==> src/rtl/ara_vcfg_unit.sv <==
// RVV configuration unit: executes vsetvli/vsetivli/vsetvl and owns the vl, vtype and vstart CSRs.
// Operands are captured on accept, vl/vtype are computed in CALC, and the result is held in RESP until taken.
module ara_vcfg_unit #(
  parameter int unsigned VLEN = 4096,
  parameter int unsigned ELEN = 64,
  parameter int unsigned XLEN = 64
) (
  input  logic                      clk_i,
  input  logic                      rst_i,
  input  logic                      req_valid_i,
  output logic                      req_ready_o,
  input  logic [31:0]               req_instr_i,
  input  logic [XLEN-1:0]           req_rs1_i,
  input  logic [XLEN-1:0]           req_rs2_i,
  output logic                      resp_valid_o,
  input  logic                      resp_ready_i,
  output logic [XLEN-1:0]           resp_rd_data_o,
  output logic                      resp_illegal_o,
  input  logic                      vstart_we_i,
  input  logic [$clog2(VLEN)-1:0]   vstart_wdata_i,
  output logic [$clog2(VLEN):0]     vl_o,
  output logic [8:0]                vtype_o,
  output logic [$clog2(VLEN)-1:0]   vstart_o,
  output logic [XLEN-1:0]           vlenb_o
);
  localparam int unsigned VSW = $clog2(VLEN);
  localparam int unsigned VLW = VSW + 1;
  localparam logic [VLW-1:0] VLEN_L = VLW'(VLEN);
  localparam logic [10:0]    ELEN_L = 11'(ELEN);

  typedef enum logic [1:0] {IDLE, CALC, RESP} state_e;

  state_e          state_q;
  logic            req_ready_q, resp_valid_q, resp_illegal_q;
  logic [XLEN-1:0] resp_rd_q;
  logic [31:0]     instr_q;
  logic [XLEN-1:0] rs1_q, rs2_q;
  logic [VLW-1:0]  vl_q;
  logic [7:0]      vtype_q;
  logic            vill_q;
  logic [VSW-1:0]  vstart_q;

  logic            is_cfg, is_vsetvli, is_vsetivli, is_vsetvl, legal_d;
  logic            rd_x0, rs1_x0, keep_vl;
  logic [XLEN-1:0] vtype_raw, avl;
  logic [2:0]      vlmul, vsew, fshift;
  logic            frac, vill_d;
  logic [10:0]     sew_w;
  logic [VLW-1:0]  vlmax_base, vlmax, vl_d;

  assign is_cfg      = (instr_q[6:0] == 7'h57) && (instr_q[14:12] == 3'b111);
  assign is_vsetvli  = ~instr_q[31];
  assign is_vsetivli = (instr_q[31:30] == 2'b11);
  assign is_vsetvl   = (instr_q[31:25] == 7'b1000000);
  assign legal_d     = is_cfg && (is_vsetvli || is_vsetivli || is_vsetvl);
  assign rd_x0       = (instr_q[11:7] == 5'd0);
  assign rs1_x0      = (instr_q[19:15] == 5'd0);
  assign keep_vl     = !is_vsetivli && rs1_x0 && rd_x0;

  always_comb begin
    vtype_raw = '0;
    if (is_vsetvl)        vtype_raw = rs2_q;
    else if (is_vsetivli) vtype_raw[9:0] = instr_q[29:20];
    else                  vtype_raw[10:0] = instr_q[30:20];
  end

  // Fractional encodings 101/110/111 mean LMUL = 1/8, 1/4, 1/2.
  assign vlmul  = vtype_raw[2:0];
  assign vsew   = vtype_raw[5:3];
  assign frac   = vlmul[2];
  assign fshift = 3'd4 - {1'b0, vlmul[1:0]};
  assign sew_w  = 11'd8 << vsew;

  assign vill_d = (|vtype_raw[XLEN-1:8]) || (vlmul == 3'b100) || (sew_w > ELEN_L) ||
                  (frac && (sew_w > (ELEN_L >> fshift)));

  assign vlmax_base = VLEN_L >> (4'd3 + {1'b0, vsew});
  assign vlmax      = frac ? (vlmax_base >> fshift) : (vlmax_base << vlmul[1:0]);

  // Full-width AVL compare so that oversized AVL values saturate to VLMAX.
  always_comb begin
    if (is_vsetivli)  avl = XLEN'(instr_q[19:15]);
    else if (!rs1_x0) avl = rs1_q;
    else if (!rd_x0)  avl = XLEN'(vlmax);
    else              avl = XLEN'(vl_q);
    vl_d = (avl > XLEN'(vlmax)) ? vlmax : avl[VLW-1:0];
    if (vill_d || (keep_vl && (vl_q > vlmax))) vl_d = '0;
  end

  always_ff @(posedge clk_i or posedge rst_i) begin
    if (rst_i) begin
      state_q        <= IDLE;
      req_ready_q    <= 1'b1;
      resp_valid_q   <= 1'b0;
      resp_illegal_q <= 1'b0;
      resp_rd_q      <= '0;
      instr_q        <= '0;
      rs1_q          <= '0;
      rs2_q          <= '0;
      vl_q           <= '0;
      vtype_q        <= '0;
      vill_q         <= 1'b1;
      vstart_q       <= '0;
    end else begin
      if (vstart_we_i) vstart_q <= vstart_wdata_i;
      unique case (state_q)
        IDLE: if (req_valid_i && req_ready_q) begin
          instr_q     <= req_instr_i;
          rs1_q       <= req_rs1_i;
          rs2_q       <= req_rs2_i;
          req_ready_q <= 1'b0;
          state_q     <= CALC;
        end
        CALC: begin
          state_q        <= RESP;
          resp_valid_q   <= 1'b1;
          resp_illegal_q <= !legal_d;
          resp_rd_q      <= '0;
          // A legal op's vstart clear overrides a simultaneous CSR write.
          if (legal_d) begin
            vill_q    <= vill_d || (keep_vl && (vl_q > vlmax));
            vtype_q   <= (vill_d || (keep_vl && (vl_q > vlmax))) ? 8'h00 : vtype_raw[7:0];
            vl_q      <= vl_d;
            resp_rd_q <= XLEN'(vl_d);
            vstart_q  <= '0;
          end
        end
        RESP: if (resp_ready_i) begin
          resp_valid_q <= 1'b0;
          req_ready_q  <= 1'b1;
          state_q      <= IDLE;
        end
        default: state_q <= IDLE;
      endcase
    end
  end

  assign req_ready_o    = req_ready_q;
  assign resp_valid_o   = resp_valid_q;
  assign resp_illegal_o = resp_illegal_q;
  assign resp_rd_data_o = resp_rd_q;
  assign vl_o           = vl_q;
  assign vtype_o        = {vill_q, vtype_q};
  assign vstart_o       = vstart_q;
  assign vlenb_o        = XLEN'(VLEN / 8);
endmodule

==> config.mk <==
export PLATFORM = sky130hd
export DESIGN_NAME = ara_vcfg_unit
export DESIGN_NICKNAME = d
export VERILOG_FILES = /design/src/rtl/ara_vcfg_unit.sv
export SDC_FILE = /design/constraint.sdc
export NUM_CORES = 1
export LEC_CHECK = 0
export ABC_AREA = 1
export CAP_MARGIN = 30
export CELL_PAD_IN_SITES_DETAIL_PLACEMENT = 1
export CELL_PAD_IN_SITES_GLOBAL_PLACEMENT = 2
export CORE_MARGIN = 3
export CORE_UTILIZATION = 25
export CTS_BUF_LIST = sky130_fd_sc_hd__clkbuf_2 sky130_fd_sc_hd__clkbuf_4 sky130_fd_sc_hd__clkbuf_8
export CTS_CLUSTER_SIZE = 30
export DETAILED_ROUTE_END_ITERATION = 16
export PLACE_DENSITY_LB_ADDON = 0.1
export SLEW_MARGIN = 5
export SYNTH_ARGS = -nofsm -noshare
export SYNTH_HDL_FRONTEND = slang
export SYNTH_SLANG_ARGS = --single-unit
==> constraint.sdc <==
create_clock -name clk_i -period 9.5 [get_ports clk_i]
set_input_delay 1.9 -clock clk_i [delete_from_list [all_inputs] [get_ports clk_i]]
set_output_delay 1.9 -clock clk_i [all_outputs]
set_load 0.1 [all_outputs]
==> metrics, run 1 <==
row cnt=77; Max Cap Violations=0; pwr dens=317 nW/um^2; Worst Path Arrival=5260 ps; status=completed; Sink Count=212; number of antenna violations at the first check in global routing=2; part of the cycle the worst path needs=roughly 50%; post-DP HPWL=roughly 28000 um; HP Class=register to register; critical path class=register to register; hold_sp=instr_q[7]$_DFFE_PP0P_; Post-synth EDFFs=0; worst-path fanout max=19; post-CTS sizing=0; Post-Syn Area=around 11000 um^2; Starting Density=25.4%; Worst Tran Pin Value=1010 ps; IO Pins=between 300 and 400; final hold violations=0; post-route ant nets=0; Final Setup Violations=0; post-route minimum period=~4700 ps; Cell Area, Placed=13800 um^2; CTS root buf=clkbuf_8; GRT overflow=0; Hold Path End=instr_q[7]$_DFFE_PP0P_; Post-synth ARST share=100%; cell taking the most area after synthesis=dfrtp_1; DRC violations left=0; largest net degree at the start of global routing=around 140; Hold Path Stages=2; setup TNS=0 ps; Reg-to-Reg Start=instr_q[30]$_DFFE_PP0P_; most frequent cell on the critical path=nand2_1; most area-consuming cells after synthesis=dfrtp_1 46%, nand2_1 18%, buf_4 7.8%; Final Max Tran Viols=0; RSZ-0062 raised after global routing=false; count leader, synth=nand2_1; Critical-path top delay cell=ha_1; Max Freq=between 200 and 250 MHz; prevailing post-synth register cell=dfrtp_1; setup slack, reg-to-reg=between 4000 and 5000 ps; global-route wire length before repair=58500 um; # port buffers=226; Iter 0 DRT Violations=410; vias in the first global route=10.1k; Clock transition at path regs=60 ps; sequential share of the synthesized area=46.9%; DIE WIDTH=219 um; post-DR wirelength/cell=approximately 16 um; via/cell ratio=between 4 and 5; flops & latches, synth=212; final WL=37800 um; Syn Area/Cell=7.85 um^2; core region area=44500 um^2; Die Height=approximately 220 um; htree depth=2; final-stage net count=1888; Synth cell types=46; WP data required=roughly 10000 ps; CTS tree=yes; DR vias=roughly 9.6k; Total GRT Usage=15.8%; post-CTS setup buffer count=0; Synth top area share=around 46%; leakage=7.32 nW; startpoint types=register; Non-Filler Cell Area, Final=roughly 15000 um^2; Worst Reg-to-Reg Cells=32; Worst IR Drop VDD=0.000137 V; area grow syn2layout=31.3%; Worst setup EP type=register; Final Wtd Congestion=0.779; Num CTS Buffers=45; FF-to-FF End=vl_o[0]$_DFFE_PP0P_; die footprint=47900 um^2; Initial DRT Pass Iterations=4; Max Clock Skew=21.5 ps; CP max stage delay=600 ps; layout cells sized above 1=7.50%; hold_buf cts=0; Post-Syn Instances=1443; CTS max path bufs=3; Post-synth top cells=538 x nand2_1, 210 x dfrtp_1, 140 x inv_1; Max-Slew Margin vs Limit=32.3%; YS warnings=0; Worst-Skew Late Latency=600 ps
==> layout by cell type, fill, tap and decap left out, types with 2 or more instances in the layout <==
cell type,Yosys,final
clkbuf_4,0,8
nor2_8,2,2
o21ai_0,102,102
nor4_1,9,9
dfrtp_1,210,210
nand3_1,55,55
conb_1,2,116
dfstp_2,2,2
a211oi_1,2,2
ha_1,35,35
nand3_2,3,3
nor2_1,43,43
bufinv_16,0,2
clkinv_2,0,5
nand2_2,7,7
buf_4,118,5
and2_1,2,2
clkdlybuf4s50_1,0,226
clkbuf_8,0,60
nand4_1,20,20
inv_2,10,10
inv_1,140,138
nor3_1,13,13
nor4_4,2,2
nor2_4,2,2
o22ai_1,6,6
nand3b_1,4,4
o211ai_2,2,2
nand2_4,2,2
o21ai_1,8,8
a21oi_1,42,42
buf_16,0,5
nand2_1,538,538
==> worst max-delay path: cells and delay by family, from the launching register on <==
kind | cells | cell delay, ps
simple gates | 22 | 2250
buf+inv | 6 | 990
fa+ha+maj | 2 | 780
flops | 1 | 380
compound gates | 2 | 250
==> kinds of logic (layout without fill, tap and decap cells) <==
logic type,Yosys count,count (layout),share of synthesized area (%)
simple gates,709,709,26.6
compound gates,170,170,8.10
other cells,2,117,0.0663
buf+inv,315,464,14.5
fa+ha+maj,35,35,3.87
flops,212,212,46.9
==> where the power goes <==
part / switching, mW / internal [mW] / total, mW
clock network: 0.432 / 0.647 / 1.08
registers: 0.154 / 1.25 / 1.40
logic: 1.56 / 0.685 / 2.24
==> layer usage <==
metal / global-route usage [%] / part of all wire [%]
met3: 3.06 / 4.7
met4: 4.75 / 1.9
met5: 0 / 0.024
met2: 26.5 / 48
met1: 20.6 / 45
==> sequential cells by signal (all words and copies together), names as in the netlist <==
name,count
resp_rd_data_o,13
vl_o,13
instr_q,32
resp_valid_o,1
rs1_q,64
req_ready_o,1
resp_illegal_o,1
rs2_q,64
vtype_q,8
vill_q,1
state_q,2
vstart_o,12
==> worst max path at each step <==
| stage | to | from | slack (ps) | depth (start not counted) |
|---|---|---|---|---|
| floorplan | instr_q[0]$_DFFE_PP0P_ | rst_i | 1810 | 1 |
| global placement | instr_q[25]$_DFFE_PP0P_ | req_valid_i | 4470 | 6 |
| detailed placement | rs1_q[21]$_DFFE_PP0P_ | req_valid_i | 4380 | 6 |
| CTS | vl_o[0]$_DFFE_PP0P_ | instr_q[30]$_DFFE_PP0P_ | 4710 | 32 |
| global route | vl_o[0]$_DFFE_PP0P_ | instr_q[30]$_DFFE_PP0P_ | 4170 | 32 |
| finish | vl_o[0]$_DFFE_PP0P_ | instr_q[30]$_DFFE_PP0P_ | 4770 | 32 |
==> final cells by class <==
cell class              instances  area (um^2)
multi-input cells            1030         4800
inverters                     151          582
flip-flops and latches        212         5310
diodes                          1         2.50
well taps                     592          741
clock inverters                 9          109
fillers                      5439        29600
repair buffers                236         2440
clock buffers                  68          886
==> through the flow <==
step / util (%) / worst slack (ps) / instances / hold slack (ps) / power, mW
finish: 33.4 / 4770 / 2299 / 476 / 4.72
global route: 33.4 / 4170 / 2299 / 506 / 5.19
CTS: 33.3 / 4710 / 2296 / 481 / 4.81
detailed placement: 31.0 / 4380 / 2219 / 464 / 3.68
global placement: 30.9 / 4470 / 2216 / 460 / 3.63
floorplan: - / 1810 / 1557 / 441 / 3.07
(Power assumes the default switching activity.)
==> inputs of run 2 (changes only) <==
==> constraint.sdc (replaced) <==
create_clock -name clk_i -period 4 [get_ports clk_i]
set_input_delay 0.8 -clock clk_i [delete_from_list [all_inputs] [get_ports clk_i]]
set_output_delay 0.8 -clock clk_i [all_outputs]
set_load 0.1 [all_outputs]
==> run 2 against run 1 <==
Net effect: total power is 140% higher; core utilization is 0.83 points higher; largest cell class unchanged; global-route usage is 0.14 points higher; cell area is 2.5% higher; first-iteration DRC count is 0.98% lower; critical path depth is 7 lower; non-clock buffer count is 34 higher; sequential cell count stayed put; sequential share of layout area is 0.86 points lower; routed wire length is 1.3% higher; clock power is 110% higher.
==> metrics, run 2 (synthesis results as in run 1) <==
status=completed; Initial DRT Pass Iterations=4; Worst IR Drop VDD=about 0.00027 V; DR vias=9745; row cnt=77; commonest non-fill, non-tap cells in the layout=526 x nand2_1, 226 x clkdlybuf4s50_1, 210 x dfrtp_1; Final Max Tran Viols=0; IO Pins=342; area grow syn2layout=34.5%; Critical-path top delay cell=dfrtp_1; startpoint types=register; post-DP HPWL=28900 um; post-route ant nets=0; HP Class=register to register; leakage=about 7.5 nW; WP data required=4490 ps; Final Wtd Congestion=approximately 0.84; Iter 0 DRT Violations=406; CP delay by family, top=simple AND/OR/NAND/NOR gates; Clock transition at path regs=50 ps; part of the cycle the worst path needs=92.2%; worst-path fanout max=10; commonest non-fill, non-tap cell in the layout=nand2_1; Multi-input gate area=around 5000 um^2; # port buffers=226; core region area=about 45000 um^2; Starting Density=between 20% and 30%; GRT overflow=0; CTS tree=yes; Worst Path Arrival=around 4200 ps; RSZ-0062 raised after global routing=true; hold_sp=resp_rd_data_o[2]$_DFFE_PP0P_; DRC violations left=0; vias in the first global route=10.4k; Setup crit start=instr_q[30]$_DFFE_PP0P_; pwr dens=~760 nW/um^2; most frequent cell on the critical path=nand3_1; Total GRT Usage=15.9%; Num CTS Buffers=43; via/cell ratio=4.18; layout cells sized above 1=11.1%; register area=5310 um^2; number of antenna violations at the first check in global routing=5; post-route minimum period=3690 ps; critical path class=register to register; Top Registers=rs1_q: 64 flops, rs2_q: 64 flops, instr_q: 32 flops; largest net degree at the start of global routing=89; Worst-Skew Late Latency=600 ps; Buf/Inv on CP=3; dpl cells=2250; final core utilization=34.2%; CTS root buf=clkbuf_8; DIE WIDTH=219 um; htree depth=2; final hold violations=0; Sink Count=roughly 210; die footprint=47900 um^2; post-DR wirelength/cell=between 15 and 20 um; Max Freq=~270 MHz; final-stage net count=roughly 1.9k; CP max stage delay=370 ps; CTS max path bufs=3; Worst Tran Pin Value=999 ps; global-route wire length before repair=59300 um; Final Setup Violations=0; final WL=38300 um; Max-Slew Margin vs Limit=33.2%; Fill cells=5370; Die Height=219 um; Reg-to-Reg Start=instr_q[30]$_DFFE_PP0P_; fin cells=roughly 2.3k; Max Clock Skew=36.6 ps; Max Cap Violations=0; Worst setup EP type=register
[run 2: routing by layer]
layer  GRT usage, %  share of wire [%]  vias up
met1           19.8                 43     4646
li1               -                  -     4838
met3           3.42                4.8       58
met2           27.6                 49      199
met4           4.99                2.2        4
met5              0              0.081        -
[run 2: final timing paths]
kind | cells after the start | end | slack [ps]
worst max-delay path | 25 | vl_o[10]$_DFFE_PP0P_ | 310
worst min-delay path | 2 | resp_rd_data_o[2]$_DFFE_PP0P_ | 470
worst max register to register | 25 | vl_o[10]$_DFFE_PP0P_ | 310
worst min register to register | 2 | resp_rd_data_o[2]$_DFFE_PP0P_ | 470
max in group asynchronous | 3 | resp_rd_data_o[9]$_DFFE_PP0P_ | 2750
min in group asynchronous | 2 | rs1_q[27]$_DFFE_PP0P_ | 560
[run 2: tightest hold or removal path, stage by stage (launching register included)]
cell     delay (ps)
dfrtp_1         340
nand2_1          50
nand2_1          50
[run 2: where the power goes]
part	total, mW	switching [mW]	internal (mW)
clock	2.29	0.968	1.32
sequential	3.33	0.364	2.96
combinational	5.92	3.95	1.97
[run 2: repair_timing]
action / in CTS / in global routing
endpoints found under the setup margin: 3 / 27
gates cloned: 0 / 1
pin swaps: 0 / 7
hold endpoints to repair: 0 / 0
setup buffers: 0 / 5
hold buffers: 0 / 0
resized for setup: 1 / 45
[run 2: area by class of cell]
type                    count  area share (%)
diodes                      2          0.0328
repair buffers            270            18.1
repair inverters            1          0.0493
clock buffers              71            5.55
multi-input cells        1030            32.6
inverters                 151            3.87
well taps                 592            4.86
flip-flops and latches    212            34.8
clock inverters             3           0.140
[run 2: per-stage QoR]
| step | hold slack (ps) | power, mW | TNS, ps | instance area [um^2] | setup WS (ps) |
|---|---|---|---|---|---|
| floorplan | 441 | 7.29 | 0 | 11800 | 143 |
| global placement | 457 | 8.89 | 0 | 14000 | 41.4 |
| detailed placement | 466 | 8.99 | -45.1 | 14100 | -21.6 |
| CTS | 481 | 11.4 | 0 | 15000 | 28.4 |
| global route | 497 | 12.7 | -193 | 15200 | -67.4 |
| finish | 473 | 11.5 | 0 | 15200 | 314 |
